--- src/rtl/fifo_reader_pkg.sv ---
// Shared types and defaults for the FIFO stream reader.
package fifo_reader_pkg;

  localparam int DATA_W_DEF = 32;
  localparam int CNT_W_DEF  = 16;

  typedef enum logic [1:0] {
    IDLE  = 2'd0,
    RUN   = 2'd1,
    FLUSH = 2'd2
  } rd_state_e;

endpackage

--- src/rtl/fifo_rd_skid.sv ---
// Small circular skid buffer that absorbs the FIFO's one-cycle read latency.
// DEPTH must be a power of two so the pointers wrap for free.
module fifo_rd_skid #(
  parameter int DATA_W = 32,
  parameter int DEPTH  = 2
) (
  input  logic                     clk,
  input  logic                     rst,
  input  logic                     clr,
  input  logic                     push,
  input  logic [DATA_W-1:0]        din,
  input  logic                     pop,
  output logic [$clog2(DEPTH):0]   cnt,
  output logic [DATA_W-1:0]        dout
);

  localparam int AW = $clog2(DEPTH);

  logic [DEPTH-1:0][DATA_W-1:0] mem;
  logic [AW-1:0]                wr_ptr, rd_ptr;

  // Storage, pointers and occupancy; clear drops contents but keeps stale data.
  always_ff @(posedge clk or posedge rst) begin
    if (rst) begin
      mem    <= '0;
      wr_ptr <= '0;
      rd_ptr <= '0;
      cnt    <= '0;
    end else if (clr) begin
      wr_ptr <= '0;
      rd_ptr <= '0;
      cnt    <= '0;
    end else begin
      if (push) begin
        mem[wr_ptr] <= din;
        wr_ptr      <= wr_ptr + 1'b1;
      end
      if (pop) rd_ptr <= rd_ptr + 1'b1;
      case ({push, pop})
        2'b10:   cnt <= cnt + 1'b1;
        2'b01:   cnt <= cnt - 1'b1;
        default: ;
      endcase
    end
  end

  assign dout = mem[rd_ptr];

endmodule

--- src/rtl/fifo_stream_reader.sv ---
// Read-side engine: drains a synchronous FIFO onto a valid/ready stream.
// Optional feature: define READER_LAST_EN to generate m_last every BURST_LEN pops.
module fifo_stream_reader
  import fifo_reader_pkg::*;
#(
  parameter int DATA_W     = DATA_W_DEF,
  parameter int SKID_DEPTH = 2,
  parameter int CNT_W      = CNT_W_DEF,
  parameter int BURST_LEN  = 16
) (
  input  logic              clk,
  input  logic              rst,
  input  logic              enable,
  input  logic              flush,
  input  logic              fifo_empty,
  input  logic [DATA_W-1:0] fifo_rdata,
  output logic              fifo_r_en,
  output logic              m_valid,
  input  logic              m_ready,
  output logic [DATA_W-1:0] m_data,
  output logic              m_last,
  output logic              busy,
  output logic              flush_done,
  output logic [CNT_W-1:0]  beat_cnt
);

  localparam int SW = $clog2(SKID_DEPTH);

  rd_state_e     state, state_nxt;
  logic          inflight, pop, push, credit_ok;
  logic [SW:0]   skid_cnt;
  logic [SW+1:0] credit_use;

  // Words held plus the word on its way, less the one leaving now.
  assign credit_use = (SW+2)'(skid_cnt) + (SW+2)'(inflight) - (SW+2)'(pop);
  assign credit_ok  = credit_use < (SW+2)'(SKID_DEPTH);

  assign pop     = m_valid & m_ready;
  assign m_valid = (skid_cnt != '0) & !flush;
  // Returning data is only kept while streaming; during flush it is dropped.
  assign push    = inflight & (state == RUN) & !flush;
  assign busy    = (state != IDLE);

  fifo_rd_skid #(.DATA_W(DATA_W), .DEPTH(SKID_DEPTH)) u_skid (
    .clk  (clk),
    .rst  (rst),
    .clr  (flush),
    .push (push),
    .din  (fifo_rdata),
    .pop  (pop),
    .cnt  (skid_cnt),
    .dout (m_data)
  );

  // State register.
  always_ff @(posedge clk or posedge rst) begin
    if (rst) state <= IDLE;
    else     state <= state_nxt;
  end

  // Next state, read strobe and flush completion; flush overrides everything.
  always_comb begin
    state_nxt  = state;
    fifo_r_en  = 1'b0;
    flush_done = 1'b0;
    case (state)
      IDLE:  if (enable) state_nxt = RUN;
      RUN: begin
        fifo_r_en = enable & !fifo_empty & credit_ok;
        if (!enable && !inflight) state_nxt = IDLE;
      end
      FLUSH: begin
        fifo_r_en = !fifo_empty;
        if (fifo_empty && !inflight) begin
          state_nxt  = IDLE;
          flush_done = 1'b1;
        end
      end
      default: state_nxt = IDLE;
    endcase
    if (flush) begin
      state_nxt  = FLUSH;
      fifo_r_en  = !fifo_empty;
      flush_done = 1'b0;
    end
  end

  // Outstanding FIFO read and accepted-beat counter.
  always_ff @(posedge clk or posedge rst) begin
    if (rst) begin
      inflight <= 1'b0;
      beat_cnt <= '0;
    end else begin
      inflight <= fifo_r_en;
      if (pop) beat_cnt <= beat_cnt + 1'b1;
    end
  end

`ifdef READER_LAST_EN
  localparam int BW = $clog2(BURST_LEN + 1);

  logic [BW-1:0] burst_cnt;
  logic          burst_end;

  assign burst_end = (burst_cnt == BW'(BURST_LEN - 1));
  assign m_last    = m_valid & burst_end;

  // Position within the current burst; restarts on flush.
  always_ff @(posedge clk or posedge rst) begin
    if (rst)        burst_cnt <= '0;
    else if (flush) burst_cnt <= '0;
    else if (pop)   burst_cnt <= burst_end ? '0 : burst_cnt + 1'b1;
  end
`else
  logic unused_burst;
  assign unused_burst = ^BURST_LEN;
  assign m_last       = 1'b0;
`endif

endmodule
--- config.mk ---
export PLATFORM = sky130hd
export DESIGN_NAME = fifo_stream_reader
export DESIGN_NICKNAME = d
export VERILOG_FILES = /design/src/rtl/fifo_reader_pkg.sv /design/src/rtl/fifo_rd_skid.sv /design/src/rtl/fifo_stream_reader.sv
export SDC_FILE = /design/constraint.sdc
export NUM_CORES = 1
export LEC_CHECK = 0
export BUFFER_PORTS_ARGS = -buffer_cell sky130_fd_sc_hd__buf_2
export CAP_MARGIN = 20
export CORE_MARGIN = 5
export CORE_UTILIZATION = 25
export CTS_BUF_LIST = sky130_fd_sc_hd__clkbuf_2
export DETAILED_ROUTE_END_ITERATION = 8
export MAX_ROUTING_LAYER = met4
export PLACE_DENSITY = 0.45
export SYNTH_ARGS = -nofsm -noshare
export SYNTH_HDL_FRONTEND = slang
export SYNTH_SLANG_ARGS = --single-unit
--- constraint.sdc ---
create_clock -name clk -period 3.15 [get_ports clk]
set_clock_uncertainty 0.15 [all_clocks]
set_input_delay 0.4725 -clock clk [delete_from_list [all_inputs] [get_ports clk]]
set_output_delay 0.4725 -clock clk [all_outputs]
set_load 0.01 [all_outputs]
==> impl_metrics.py <==
metrics = {
    "status": {
        "status": "complete, but fails checks",
        "violations": "negative setup slack",
    },
    "grt": {
        "grt_pass1_vias": 2958,
        "grt-ovfl-total": 0,
        "grt_max_degree": 42,
        "grt_pass1_wl_um": 14600,
        "antenna_found_initial": 1,
        "grt_use_total_pct": 10.4,
    },
    "routing": {
        "first_pass_iters": 4,
        "via_per_inst": 4.20,
        "drc_errors": 0,
        "postRouteAntennaNets": 0,
        "drt_iter0_markers": 85,
        "wl_um": 8920,
        "dr_total_vias": 2744,
        "routedWlPerCell_um": 13.6,
    },
    "timing": {
        "fin_hold_ws_ns": 0.145,
        "post-route-period-util_pct": 105,
        "slew_headroom_pct": 43.3,
        "fmax_ghz": 0.301,
        "setup_viol": 1,
        "fin_crit_ns": 3.32,
        "rsz0062_at_grt": "true",
        "drv_slew": 0,
        "hold_violations": 0,
        "worst_pin_slew_ns": 0.851,
        "fin_ws_ns": -0.169,
    },
    "power_and_ir_drop": {
        "ir_drop_mv": 0.167,
        "power.density_nw_per_um2": 478,
        "p_leak_nw": 2.61,
        "p_total_w": 0.00255,
    },
    "floorplan": {
        "start_util_pct": 25.3,
        "die-area_um2": 18600,
        "num_rows": 46,
        "pin_count": 91,
        "die_x_um": 136,
        "core_area_um2": 15800,
        "die_h_um": 136,
    },
    "cts": {
        "cts_root_buffer": "clkbuf_2",
        "clk_latency_ns": 0.55,
        "clk_pin_slew_worst_paths_ns": 0.23,
        "cts_tree": "done",
        "clock_path_buffers": 2,
        "clock-sinks": 87,
        "htreeDepth": 3,
        "numCtsBuffers": 9,
    },
    "placement": {
        "dp_slack_ns": 0.135,
        "io_buffers": 89,
        "hpwl_um": 5720,
        "gp_congestion": 0.796,
    },
    "critical_path": {
        "critPathMostFrequentCell": "inv_2",
        "regToRegSetupSlack_ns": 0.82,
        "reg2regPathDepth": 11,
        "r2r-end": "inflight$_DFF_PP0_",
        "critPathMaxStageDelay_ns": 0.52,
        "path_class": "reg2out",
        "reg2reg_from": "u_skid.cnt[1]$_DFFE_PP0P_",
        "cp_slowest_cell": "fa_2",
        "end_kind": "output port",
        "crit_path_start_kind": "flop",
        "crit_chain": "o21bai_4 > inv_2 > nand2_2 > inv_2 > ha_4 > nand2b_4 > fa_2 > a41o_1 > a21oi_2 > nor2_1 > buf_2",
        "critPathMaxFanout": 2,
        "required_ns": 2.53,
        "crit_arrival_ns": 2.70,
    },
    "yosys": {
        "ys.flop_type": "dfrtp_1",
        "synth-simple-area-share_pct": 6.18,
        "synth_compound_area_share_pct": 2.32,
        "ys_ff_latch": 87,
        "synth-edff-count": 0,
        "synthCells": 283,
        "synth-seq-area-share_pct": 54.6,
        "syn_area_per_cell_um2": 14.1,
        "synthXorXnorAreaFrac_pct": 3.95,
        "ys_async_sr_fraction_pct": 100,
        "syn_nets": 327,
        "syn-cell-area_um2": 3990,
        "synthAdderAreaFrac_pct": 2.07,
        "synth_top_family_by_area": "multiplexers",
        "synthMuxAreaShare_pct": 27.4,
        "synth_cell_types": 35,
        "synth_warnings": 0,
    },
    "min_path": {
        "holdCritStartpoint": "flush",
        "min_to": "state[1]$_DFFE_PP0P_",
        "hp-class": "in2reg",
        "min_path_cells": 3,
    },
    "final_layout": {
        "nFillCells": 1630,
        "area_growth_pct": 33.6,
        "fin_nets": 476,
        "final_cell_mix": "mux2_2, buf_2, dfrtp_1",
        "drive_gt1_share_pct": 54.0,
        "layout_commonest_cell": "mux2_2",
    },
    "run": {
        "max-cap-violations": 0,
    },
}
==> Yosys cell counts (2+ instances only) <==
cell      count  area share, %
mux2_2       94             27
dfrtp_1      87             55
xnor2_1      15            3.3
nand2_1      10           0.94
inv_1         8           0.75
buf_6         7            2.0
nand3_1       7           0.88
ha_1          5            1.6
a21oi_1       4           0.50
nand4_1       4           0.63
nor2_1        4           0.38
buf_2         3           0.38
mux2_1        3           0.85
nor3_4        3            1.2
o21ai_0       3           0.38
xor2_1        3           0.66
nand2_2       2           0.31
nand2b_1      2           0.31
nand3b_1      2           0.38
nor3_1        2           0.25
==> how the worst max path moves through the flow <==
stage | startpoint | to
global placement | flush | fifo_r_en
CTS | u_skid.cnt[0]$_DFFE_PP0P_ | fifo_r_en
detailed placement | flush | fifo_r_en
floorplan | flush | fifo_r_en
global route | u_skid.cnt[0]$_DFFE_PP0P_ | fifo_r_en
finish | u_skid.cnt[1]$_DFFE_PP0P_ | fifo_r_en
==> metrics by stage <==
stage | utilization, % | cell area (um^2) | std cells | TNS (ns)
after detailed placement | 29.7 | 4680 | 585 | 0
after global routing | 33.8 | 5330 | 654 | -0.368
final | 33.8 | 5330 | 654 | -0.169
after floorplan | - | 3990 | 283 | 0
after CTS | 33.7 | 5310 | 652 | -0.482
after global placement | 29.7 | 4680 | 585 | 0
==> flip-flops by register name, summed over array words and instances (netlist names) <==
signal	flops
u_skid.cnt	2
beat_cnt	16
u_skid.rd_ptr	1
u_skid.mem	64
state	2
u_skid.wr_ptr	1
inflight	1
==> logic make-up after synthesis <==
kind of cell / Yosys count
AO/OA/AOI/OAI: 13
XOR/XNOR: 18
adder cells (fa/ha/maj): 6
buffers and inverters: 20
flip-flops: 87
multiplexers: 97
other: 1
AND/OR/NAND/NOR: 41
==> critical path: cells and delay by family (launching register included) <==
family	cells	cell delay (ns)
simple gates	3	0.32
buf+inv	3	0.25
fa+ha+maj	2	0.72
flops	1	0.46
compound gates	3	0.39
==> cell type report <==
class	instances	area, um^2	area share, %
flip-flops and latches	87	2180	40.9
clock buffers	9	45.0	0.845
diodes	1	2.50	0.0470
clock inverters	7	72.6	1.36
well taps	216	270	5.07
repair buffers	150	1020	19.2
inverters	8	31.3	0.587
multi-input cells	176	1700	32.0
==> power breakdown <==
group / total [W] / switching (W) / internal (W) / leakage (nW)
logic: 0.000625 / 0.000267 / 0.000358 / 1.38
registers: 0.00133 / 0.0000751 / 0.00126 / 1.16
clock network: 0.000585 / 0.000401 / 0.000185 / 0.0699
==> layer usage <==
metal	up-vias	routed length, um	global-route usage [%]
met5	-	0	-
met4	0	130	4.03
met3	13	486	3.44
met2	74	4340	16.7
met1	1362	3970	12.1
li1	1295	-	-
==> what timing repair did <==
action / in CTS / in global routing
hold buffers: 39 / 0
endpoints found under the setup margin: 1 / 2
pin swaps: 7 / 4
gates resized for setup: 8 / 2
buffers inserted: 13 / 5
endpoints found under the hold margin: 108 / 0
No activity file was read; power rests on OpenSTA's default activity.
